$ cat config.mk
export PLATFORM = sky130hd
export DESIGN_NAME = simt_branch_unit_flat
export DESIGN_NICKNAME = d
export VERILOG_FILES = /design/src/rtl/simt_branch_unit_if.sv /design/src/rtl/simt_branch_unit.sv /design/src/flat_wrapper.sv
export SDC_FILE = /design/constraint.sdc
export NUM_CORES = 1
export LEC_CHECK = 0
export ABC_AREA = 0
export CAP_MARGIN = 20
export CORE_MARGIN = 2
export CORE_UTILIZATION = 40
export CTS_CLUSTER_SIZE = 12
export DETAILED_ROUTE_END_ITERATION = 6
export DONT_BUFFER_PORTS = 1
export GPL_TIMING_DRIVEN = 0
export HOLD_SLACK_MARGIN = 0.02
export PLACE_DENSITY = 0.59
export SLEW_MARGIN = 5
export SYNTH_ARGS = -nofsm -noshare
export SYNTH_HDL_FRONTEND = slang
export SYNTH_SLANG_ARGS = --single-unit
$ cat constraint.sdc
create_clock -name clk -period 3.45 [get_ports clk]
set_input_delay 1.035 -clock clk [delete_from_list [all_inputs] [get_ports clk]]
set_output_delay 1.035 -clock clk [all_outputs]
set_load 0.01 [all_outputs]
$ cat src/rtl/simt_branch_unit_if.sv
// Decoder/scheduler <-> branch unit bundle: decoded control flow plus the
// PC, active-lane mask, reconvergence depth and sticky fault flags.
interface simt_branch_unit_if #(
    parameter int PROGRAM_MEM_ADDR_BITS = 8,
    parameter int DATA_MEM_DATA_BITS    = 8,
    parameter int THREADS_PER_BLOCK     = 4,
    parameter int STACK_DEPTH           = 4
);
    localparam int DEPTH_W = $clog2(STACK_DEPTH + 1);

    logic [3:0]                                core_state;
    logic                                      decoded_pc_mux;
    logic                                      decoded_jump;
    logic                                      decoded_ssy;
    logic                                      decoded_sync;
    logic [2:0]                                decoded_nzp;
    logic [DATA_MEM_DATA_BITS-1:0]             decoded_immediate;
    logic [THREADS_PER_BLOCK-1:0][2:0]         nzp;

    logic [PROGRAM_MEM_ADDR_BITS-1:0]          current_pc;
    logic [PROGRAM_MEM_ADDR_BITS-1:0]          next_pc;
    logic [THREADS_PER_BLOCK-1:0]              thread_mask;
    logic [DEPTH_W-1:0]                        stack_depth;
    logic                                      fault_overflow;
    logic                                      fault_underflow;
    logic                                      fault_divergence;

    modport master (
        output core_state, decoded_pc_mux, decoded_jump, decoded_ssy, decoded_sync,
               decoded_nzp, decoded_immediate, nzp,
        input  current_pc, next_pc, thread_mask, stack_depth,
               fault_overflow, fault_underflow, fault_divergence
    );

    modport slave (
        input  core_state, decoded_pc_mux, decoded_jump, decoded_ssy, decoded_sync,
               decoded_nzp, decoded_immediate, nzp,
        output current_pc, next_pc, thread_mask, stack_depth,
               fault_overflow, fault_underflow, fault_divergence
    );
endinterface

$ cat src/rtl/simt_branch_unit.sv
// Per-block PC and active-lane mask with a reconvergence stack: divergent
// branches run the taken path first, then the fall-through path, and rejoin on SYNC.
module simt_branch_unit #(
    parameter int PROGRAM_MEM_ADDR_BITS = 8,
    parameter int DATA_MEM_DATA_BITS    = 8,
    parameter int THREADS_PER_BLOCK     = 4,
    parameter int STACK_DEPTH           = 4
) (
    input  logic                clk,
    input  logic                reset,
    simt_branch_unit_if.slave   bus
);
    localparam int PC_W    = PROGRAM_MEM_ADDR_BITS;
    localparam int IMM_W   = DATA_MEM_DATA_BITS;
    localparam int NT      = THREADS_PER_BLOCK;
    localparam int FIT_W   = (PC_W < IMM_W) ? PC_W : IMM_W;
    localparam int DEPTH_W = $clog2(STACK_DEPTH + 1);
    localparam int IDX_W   = (STACK_DEPTH > 1) ? $clog2(STACK_DEPTH) : 1;

    localparam logic [3:0]         ST_EXECUTE = 4'b0110;
    localparam logic [3:0]         ST_UPDATE  = 4'b0111;
    localparam logic [DEPTH_W-1:0] DEPTH_FULL = DEPTH_W'(STACK_DEPTH);

    typedef enum logic [2:0] {
        OP_NONE,
        OP_PUSH,
        OP_SPLIT,
        OP_RESUME,
        OP_POP
    } stack_op_e;

    function automatic logic [PC_W-1:0] pc_inc(input logic [PC_W-1:0] pc);
        return pc + PC_W'(1);
    endfunction

    // Zero-extends or truncates the immediate to PC width.
    function automatic logic [PC_W-1:0] fit_imm(input logic [IMM_W-1:0] imm);
        logic [PC_W-1:0] r;
        r = '0;
        for (int i = 0; i < FIT_W; i++) r[i] = imm[i];
        return r;
    endfunction

    // Architectural state
    logic [PC_W-1:0]    current_pc;
    logic [NT-1:0]      thread_mask;
    logic [DEPTH_W-1:0] stack_depth;
    logic               fault_overflow;
    logic               fault_underflow;
    logic               fault_divergence;

    logic [PC_W-1:0]        reconv_pc    [STACK_DEPTH];
    logic [NT-1:0]          origin_mask  [STACK_DEPTH];
    logic [PC_W-1:0]        pending_pc   [STACK_DEPTH];
    logic [NT-1:0]          pending_mask [STACK_DEPTH];
    logic [STACK_DEPTH-1:0] pending_valid;

    // EXECUTE results awaiting UPDATE
    logic               vld_p1;
    stack_op_e          op_p1;
    logic [PC_W-1:0]    next_pc_p1;
    logic [NT-1:0]      next_mask_p1;
    logic [PC_W-1:0]    op_pc_p1;
    logic [NT-1:0]      op_mask_p1;

    logic               is_execute;
    logic               is_update;
    logic               stack_empty;
    logic               stack_full;
    logic               top_pending;
    logic [IDX_W-1:0]   top_idx;
    logic [IDX_W-1:0]   push_idx;
    logic [NT-1:0]      taken;
    logic [PC_W-1:0]    pc_plus1;
    logic [PC_W-1:0]    imm_pc;

    logic [PC_W-1:0]    exe_pc;
    logic [NT-1:0]      exe_mask;
    stack_op_e          exe_op;
    logic [PC_W-1:0]    exe_op_pc;
    logic [NT-1:0]      exe_op_mask;
    logic               set_overflow;
    logic               set_underflow;
    logic               set_divergence;

    assign is_execute  = (bus.core_state == ST_EXECUTE);
    assign is_update   = (bus.core_state == ST_UPDATE);
    assign stack_empty = (stack_depth == '0);
    assign stack_full  = (stack_depth == DEPTH_FULL);
    assign top_idx     = IDX_W'(stack_depth - DEPTH_W'(1));
    assign push_idx    = IDX_W'(stack_depth);
    assign top_pending = !stack_empty && pending_valid[top_idx];
    assign pc_plus1    = pc_inc(current_pc);
    assign imm_pc      = fit_imm(bus.decoded_immediate);

    always_comb begin
        taken = '0;
        for (int i = 0; i < NT; i++) begin
            taken[i] = thread_mask[i] & (|(bus.nzp[i] & bus.decoded_nzp));
        end
    end

    // ---- Stage p0: decode and resolve the control-flow outcome ----
    always_comb begin
        exe_pc         = pc_plus1;
        exe_mask       = thread_mask;
        exe_op         = OP_NONE;
        exe_op_pc      = imm_pc;
        exe_op_mask    = thread_mask;
        set_overflow   = 1'b0;
        set_underflow  = 1'b0;
        set_divergence = 1'b0;

        if (bus.decoded_pc_mux) begin
            if (taken == thread_mask) begin
                exe_pc = imm_pc;
            end else if (taken != '0) begin
                // Only one outstanding split per stack level: the fall-through
                // path is parked in the top entry until the matching SYNC.
                if (!stack_empty && !top_pending) begin
                    exe_op      = OP_SPLIT;
                    exe_op_pc   = pc_plus1;
                    exe_op_mask = thread_mask & ~taken;
                    exe_mask    = taken;
                    exe_pc      = imm_pc;
                end else begin
                    set_divergence = 1'b1;
                end
            end
        end else if (bus.decoded_jump) begin
            exe_pc = imm_pc;
        end else if (bus.decoded_ssy) begin
            if (stack_full) begin
                set_overflow = 1'b1;
            end else begin
                exe_op      = OP_PUSH;
                exe_op_pc   = imm_pc;
                exe_op_mask = thread_mask;
            end
        end else if (bus.decoded_sync) begin
            if (stack_empty) begin
                set_underflow = 1'b1;
            end else if (top_pending) begin
                exe_op   = OP_RESUME;
                exe_pc   = pending_pc[top_idx];
                exe_mask = pending_mask[top_idx];
            end else begin
                exe_op   = OP_POP;
                exe_pc   = pc_inc(reconv_pc[top_idx]);
                exe_mask = origin_mask[top_idx];
            end
        end
    end

    // ---- Stage p1: latch EXECUTE outcome, commit it on UPDATE ----
    always_ff @(posedge clk or negedge reset) begin
        if (!reset) begin
            vld_p1           <= 1'b0;
            op_p1            <= OP_NONE;
            next_pc_p1       <= '0;
            next_mask_p1     <= '1;
            current_pc       <= '0;
            thread_mask      <= '1;
            stack_depth      <= '0;
            pending_valid    <= '0;
            fault_overflow   <= 1'b0;
            fault_underflow  <= 1'b0;
            fault_divergence <= 1'b0;
        end else if (is_execute) begin
            vld_p1           <= 1'b1;
            op_p1            <= exe_op;
            next_pc_p1       <= exe_pc;
            next_mask_p1     <= exe_mask;
            fault_overflow   <= fault_overflow   | set_overflow;
            fault_underflow  <= fault_underflow  | set_underflow;
            fault_divergence <= fault_divergence | set_divergence;
        end else if (is_update && vld_p1) begin
            vld_p1      <= 1'b0;
            current_pc  <= next_pc_p1;
            thread_mask <= next_mask_p1;
            case (op_p1)
                OP_PUSH: begin
                    stack_depth             <= stack_depth + DEPTH_W'(1);
                    pending_valid[push_idx] <= 1'b0;
                end
                OP_SPLIT:  pending_valid[top_idx] <= 1'b1;
                OP_RESUME: pending_valid[top_idx] <= 1'b0;
                OP_POP: begin
                    stack_depth            <= stack_depth - DEPTH_W'(1);
                    pending_valid[top_idx] <= 1'b0;
                end
                default: ;
            endcase
        end
    end

    always_ff @(posedge clk) begin
        if (is_execute) begin
            op_pc_p1   <= exe_op_pc;
            op_mask_p1 <= exe_op_mask;
        end else if (is_update && vld_p1) begin
            case (op_p1)
                OP_PUSH: begin
                    reconv_pc[push_idx]   <= op_pc_p1;
                    origin_mask[push_idx] <= op_mask_p1;
                end
                OP_SPLIT: begin
                    pending_pc[top_idx]   <= op_pc_p1;
                    pending_mask[top_idx] <= op_mask_p1;
                end
                default: ;
            endcase
        end
    end

    assign bus.current_pc       = current_pc;
    assign bus.next_pc          = next_pc_p1;
    assign bus.thread_mask      = thread_mask;
    assign bus.stack_depth      = stack_depth;
    assign bus.fault_overflow   = fault_overflow;
    assign bus.fault_underflow  = fault_underflow;
    assign bus.fault_divergence = fault_divergence;
endmodule

$ cat src/flat_wrapper.sv
// flat-port wrapper written by rule: the top's interface ports become plain ports
module simt_branch_unit_flat 
#(
    parameter int PROGRAM_MEM_ADDR_BITS = 8,
    parameter int DATA_MEM_DATA_BITS    = 8,
    parameter int THREADS_PER_BLOCK     = 4,
    parameter int STACK_DEPTH           = 4
)
  (clk, reset, bus_core_state, bus_decoded_pc_mux, bus_decoded_jump, bus_decoded_ssy, bus_decoded_sync, bus_decoded_nzp, bus_decoded_immediate, bus_nzp, bus_current_pc, bus_next_pc, bus_thread_mask, bus_stack_depth, bus_fault_overflow, bus_fault_underflow, bus_fault_divergence);
  simt_branch_unit_if #(.PROGRAM_MEM_ADDR_BITS(PROGRAM_MEM_ADDR_BITS), .DATA_MEM_DATA_BITS(DATA_MEM_DATA_BITS), .THREADS_PER_BLOCK(THREADS_PER_BLOCK), .STACK_DEPTH(STACK_DEPTH)) bus_i ();
  input  logic clk;
  input  logic reset;
  input wire logic [$bits(bus_i.core_state)-1:0] bus_core_state;
  input wire logic [$bits(bus_i.decoded_pc_mux)-1:0] bus_decoded_pc_mux;
  input wire logic [$bits(bus_i.decoded_jump)-1:0] bus_decoded_jump;
  input wire logic [$bits(bus_i.decoded_ssy)-1:0] bus_decoded_ssy;
  input wire logic [$bits(bus_i.decoded_sync)-1:0] bus_decoded_sync;
  input wire logic [$bits(bus_i.decoded_nzp)-1:0] bus_decoded_nzp;
  input wire logic [$bits(bus_i.decoded_immediate)-1:0] bus_decoded_immediate;
  input wire logic [$bits(bus_i.nzp)-1:0] bus_nzp;
  output wire logic [$bits(bus_i.current_pc)-1:0] bus_current_pc;
  output wire logic [$bits(bus_i.next_pc)-1:0] bus_next_pc;
  output wire logic [$bits(bus_i.thread_mask)-1:0] bus_thread_mask;
  output wire logic [$bits(bus_i.stack_depth)-1:0] bus_stack_depth;
  output wire logic [$bits(bus_i.fault_overflow)-1:0] bus_fault_overflow;
  output wire logic [$bits(bus_i.fault_underflow)-1:0] bus_fault_underflow;
  output wire logic [$bits(bus_i.fault_divergence)-1:0] bus_fault_divergence;
  assign bus_i.core_state = bus_core_state;
  assign bus_i.decoded_pc_mux = bus_decoded_pc_mux;
  assign bus_i.decoded_jump = bus_decoded_jump;
  assign bus_i.decoded_ssy = bus_decoded_ssy;
  assign bus_i.decoded_sync = bus_decoded_sync;
  assign bus_i.decoded_nzp = bus_decoded_nzp;
  assign bus_i.decoded_immediate = bus_decoded_immediate;
  assign bus_i.nzp = bus_nzp;
  assign bus_current_pc = bus_i.current_pc;
  assign bus_next_pc = bus_i.next_pc;
  assign bus_thread_mask = bus_i.thread_mask;
  assign bus_stack_depth = bus_i.stack_depth;
  assign bus_fault_overflow = bus_i.fault_overflow;
  assign bus_fault_underflow = bus_i.fault_underflow;
  assign bus_fault_divergence = bus_i.fault_divergence;
  simt_branch_unit #(.PROGRAM_MEM_ADDR_BITS(PROGRAM_MEM_ADDR_BITS), .DATA_MEM_DATA_BITS(DATA_MEM_DATA_BITS), .THREADS_PER_BLOCK(THREADS_PER_BLOCK), .STACK_DEPTH(STACK_DEPTH)) u_core (.clk(clk), .reset(reset), .bus(bus_i));
endmodule
==> impl_metrics.csv <==
group,metric,value,unit
status,status,"completed",
timing,relSlewSlack,37.72,%
finish,fillers,1488,
timing,tns,0,ps
cts,htree_levels,4,
timing,finalSetupViolCount,0,
floorplan,die_x,132.6,um
worst_hold_path,hold_path_class,"input port to async pin",
setup_path,end_kind,"flop",
cts,clock_sinks,146,
yosys,yosysSeqAreaShare,63.56,%
power,powerDensity,606.7,mW/mm^2
detailed_routing,ant_nets,0,
floorplan,coreArea,0.01635,sq mm
global_route,grt_pass1_wl,25.54,mm
yosys,syn_inst,485,
cts,path_clk_slew,60,ps
setup_path,slowest_delay,450,ps
global_route,grt_pass1_vias,4299,
detailed_routing,drtPass1Iterations,7,
setup_path,cp_common_cell,"buf_12",
timing,max_freq,0.3010,GHz
cts,cts_made_buffers,17,
yosys,syn_area_per_cell,13.64,sq um
detailed_routing,vias_per_cell,5.829,
floorplan,start_util,40.46,%
yosys,yosysTopAreaCell,"edfxtp_1",
timing,min_period_over_period,96.29,%
timing,finalCriticalPeriod,3322,ps
cts,clock_path_buffers,2,
setup_path,path_class,"flop to flop",
setup_path,cp-start-kind,"flop",
cts,root_buffer,"clkbuf_16",
setup_path,cp.required,3600,ps
setup_path,crit_buf_inv,6,
global_route,grt_max_degree,39,
yosys,yosys_warnings,0,
floorplan,die_y,132.6,um
timing,hold_viol_final,0,
power,total_power,0.004587,W
setup_path,r2r_cells,13,
yosys,synthArstFlopShare,26.03,%
finish,layout.nets,544,
timing,worst_pin_slew,934.2,ps
finish,area_growth,14.32,%
timing,rsz0062_at_grt,"true",
placed_design,place.gp.congestion,0.8919,
yosys,synth-seq-cells,146,
yosys,synth_nets,525,
global_route,antenna_found_initial,0,
finish,n_antenna_cell,0,
yosys,synth_area,0.006614,sq mm
placed_design,dpl.hpwl,11.46,mm
detailed_routing,wl_per_cell,22.51,um
setup_path,cpMaxStageDelayCell,"dfrtp_2",
yosys,synth-main-ff-cell,"edfxtp_1",
job,maxCapViolations,0,
global_route,grt-ovfl-total,0,
detailed_routing,route.detailed.drc,0,
cts,cts_tree,"built",
placed_design,io_buffer_count,0,
cts,insertion_delay,430,ps
detailed_routing,initialDrtViolationCount,398,
timing,finClkSkew,10.68,ps
setup_path,cp_top_family,"buffers and inverters",
yosys,ys_top_cells_by_area,"edfxtp_1 49%, dfrtp_1 11%, mux4_2 7.2%, dfstp_2 3.2%, nand2_1 3.2%",
floorplan,num_rows,47,
cts,holdBufCountCts,0,
setup_path,cp.arrival,3470,ps
detailed_routing,drt_wl_total,16.59,mm
yosys,ys_types,55,
floorplan,die_area,0.01758,sq mm
global_route,track_usage,19.74,%
floorplan,pin_count,59,
setup_path,crit_path_max_fanout,10,
power,leakage,2.655,nW
detailed_routing,routed-via-count,4296,
power,vdd_drop_max,0.4039,mV
setup_path,cp_cell_sequence,"buf_8, buf_12, buf_12, clkinvlp_4, ha_4, mux4_2, buf_6, nor2_4, o21ai_4, or3_4, buf_4, nand2_1, o21ai_0",
setup_path,path_depth,13,
timing,final_max_slew_viol_count,0,
yosys,synth_edf_count,108,
finish,layout-drive-gt1-share,17.41,%
yosys,synth_top_area_share,49.04,%
[metrics by stage]
stage	util (%)	instances	cell area, sq um	hold slack [ps]	worst slack, ps
3_5_place_dp	42.15	705	6890	478.6	-1064
2_1_floorplan	-	485	6615	447.3	102.0
4_1_cts	46.08	738	7533	290.7	6.832
5_1_grt	46.25	737	7561	284.6	-20.43
3_3_place_gp	42.15	705	6890	470.4	-1088
6_report	46.25	737	7561	302.8	128.1
[report_power, final]
part	switching, W	internal [W]
Clock	0.000707	0.00112
Sequential	0.000177	0.00202
Combinational	0.000319	0.000244
[layer usage]
metal / up-vias / global-route usage, % / share of wire, %
met5: - / 0 / 0
met4: 0 / 7.826 / 2.2
met3: 30 / 5.287 / 7.4
met2: 181 / 30.40 / 47
met1: 2184 / 26.78 / 44
li1: 1901 / - / -
[registers in the layout (all words and copies together), names as in the netlist]
signal,count
u_core.pending_mask,16
u_core.op_pc_p1,8
u_core.pending_valid,4
u_core.bus.fault_overflow,1
u_core.pending_pc,32
u_core.bus.stack_depth,3
u_core.bus.next_pc,8
u_core.bus.fault_underflow,1
u_core.bus.thread_mask,4
u_core.op_mask_p1,4
u_core.bus.current_pc,8
u_core.origin_mask,16
u_core.next_mask_p1,4
u_core.op_p1,3
u_core.bus.fault_divergence,1
u_core.vld_p1,1
u_core.reconv_pc,32
[placed cells by master (no fill, tap or decap), types with 4 or more instances in the layout]
cell         n
nand2_1     56
mux2_2      10
dfstp_2      8
nor2b_1      7
and3_1      12
xnor2_1      8
and2_1       4
nand3_1     13
nor3_1       5
edfxtp_1   108
mux4_2      21
nor2_1      30
o22ai_1      4
a21oi_1     23
inv_1        9
ha_1         6
clkinv_2     5
xor2_1       9
clkinv_1     4
mux2i_1     11
a211oi_1    11
a222oi_1     4
clkbuf_16   17
dfrtp_1     29
clkbuf_1    13
o21ai_0     28
[final timing paths]
check | start | endpoint | slack [ps]
min in group clk | u_core.next_mask_p1[3] | u_core.bus.thread_mask[3] | 480
hold reg to reg | u_core.next_mask_p1[3] | u_core.bus.thread_mask[3] | 480
setup reg to reg | u_core.bus.stack_depth[0] | u_core.op_pc_p1[6] | 130
setup / recovery | u_core.bus.stack_depth[0] | u_core.op_pc_p1[6] | 130
hold / removal | reset | u_core.pending_valid[0] | 300
max in group asynchronous | reset | u_core.next_mask_p1[2] | 2950
[cell families (layout without fill, tap and decap cells)]
group	Yosys count	after routing	synth area share, %
fa+ha+maj	7	7	1.324
simple gates	136	136	9.383
flops	146	146	63.56
buf+inv	31	63	2.157
xor+xnor	17	17	2.251
mux	44	44	10.84
compound gates	104	104	10.48
[what timing repair did]
item | 4_1_cts | 5_1_grt
setup endpoints to repair | 26 | 12
pin swaps | 0 | 2
setup buffers | 1 | 0
resized for setup | 18 | 6
[synthesized netlist by cell type (2+ instances only)]
cell type,instances
o22ai_1,4
xor2_1,9
mux2_2,10
nand3_1,13
or3_1,2
a211o_1,3
a221o_1,2
a211oi_1,11
dfstp_2,8
o21ai_0,28
a2111oi_0,2
o211ai_1,2
nor3_1,6
nor2_1,30
buf_2,3
buf_6,3
mux4_2,21
a21oi_1,23
nor2b_1,7
xnor2_1,8
and2_1,4
nand2b_1,2
edfxtp_1,108
inv_1,10
nand2_1,56
o221ai_1,2
and3_1,12
o41ai_1,2
o221a_2,2
clkbuf_1,12
dfrtp_1,30
a31oi_1,3
ha_1,7
mux2i_1,12
buf_1,2
a22oi_1,3
a222oi_1,4
a21o_1,2
[final cells by class]
| cell class | instances | area, sq um | share of cell area, % |
|---|---|---|---|
| clock inverters | 13 | 142.6 | 1.886 |
| multi-input cells | 308 | 2313 | 30.60 |
| well taps | 220 | 275.3 | 3.641 |
| plain buffers | 19 | 138.9 | 1.837 |
| clock buffers | 19 | 432.9 | 5.726 |
| flip-flops and latches | 146 | 4205 | 55.62 |
| inverters | 11 | 45.04 | 0.5957 |
| repair buffers | 1 | 7.507 | 0.09929 |
Note: power is estimated with default switching activity, not from simulation.
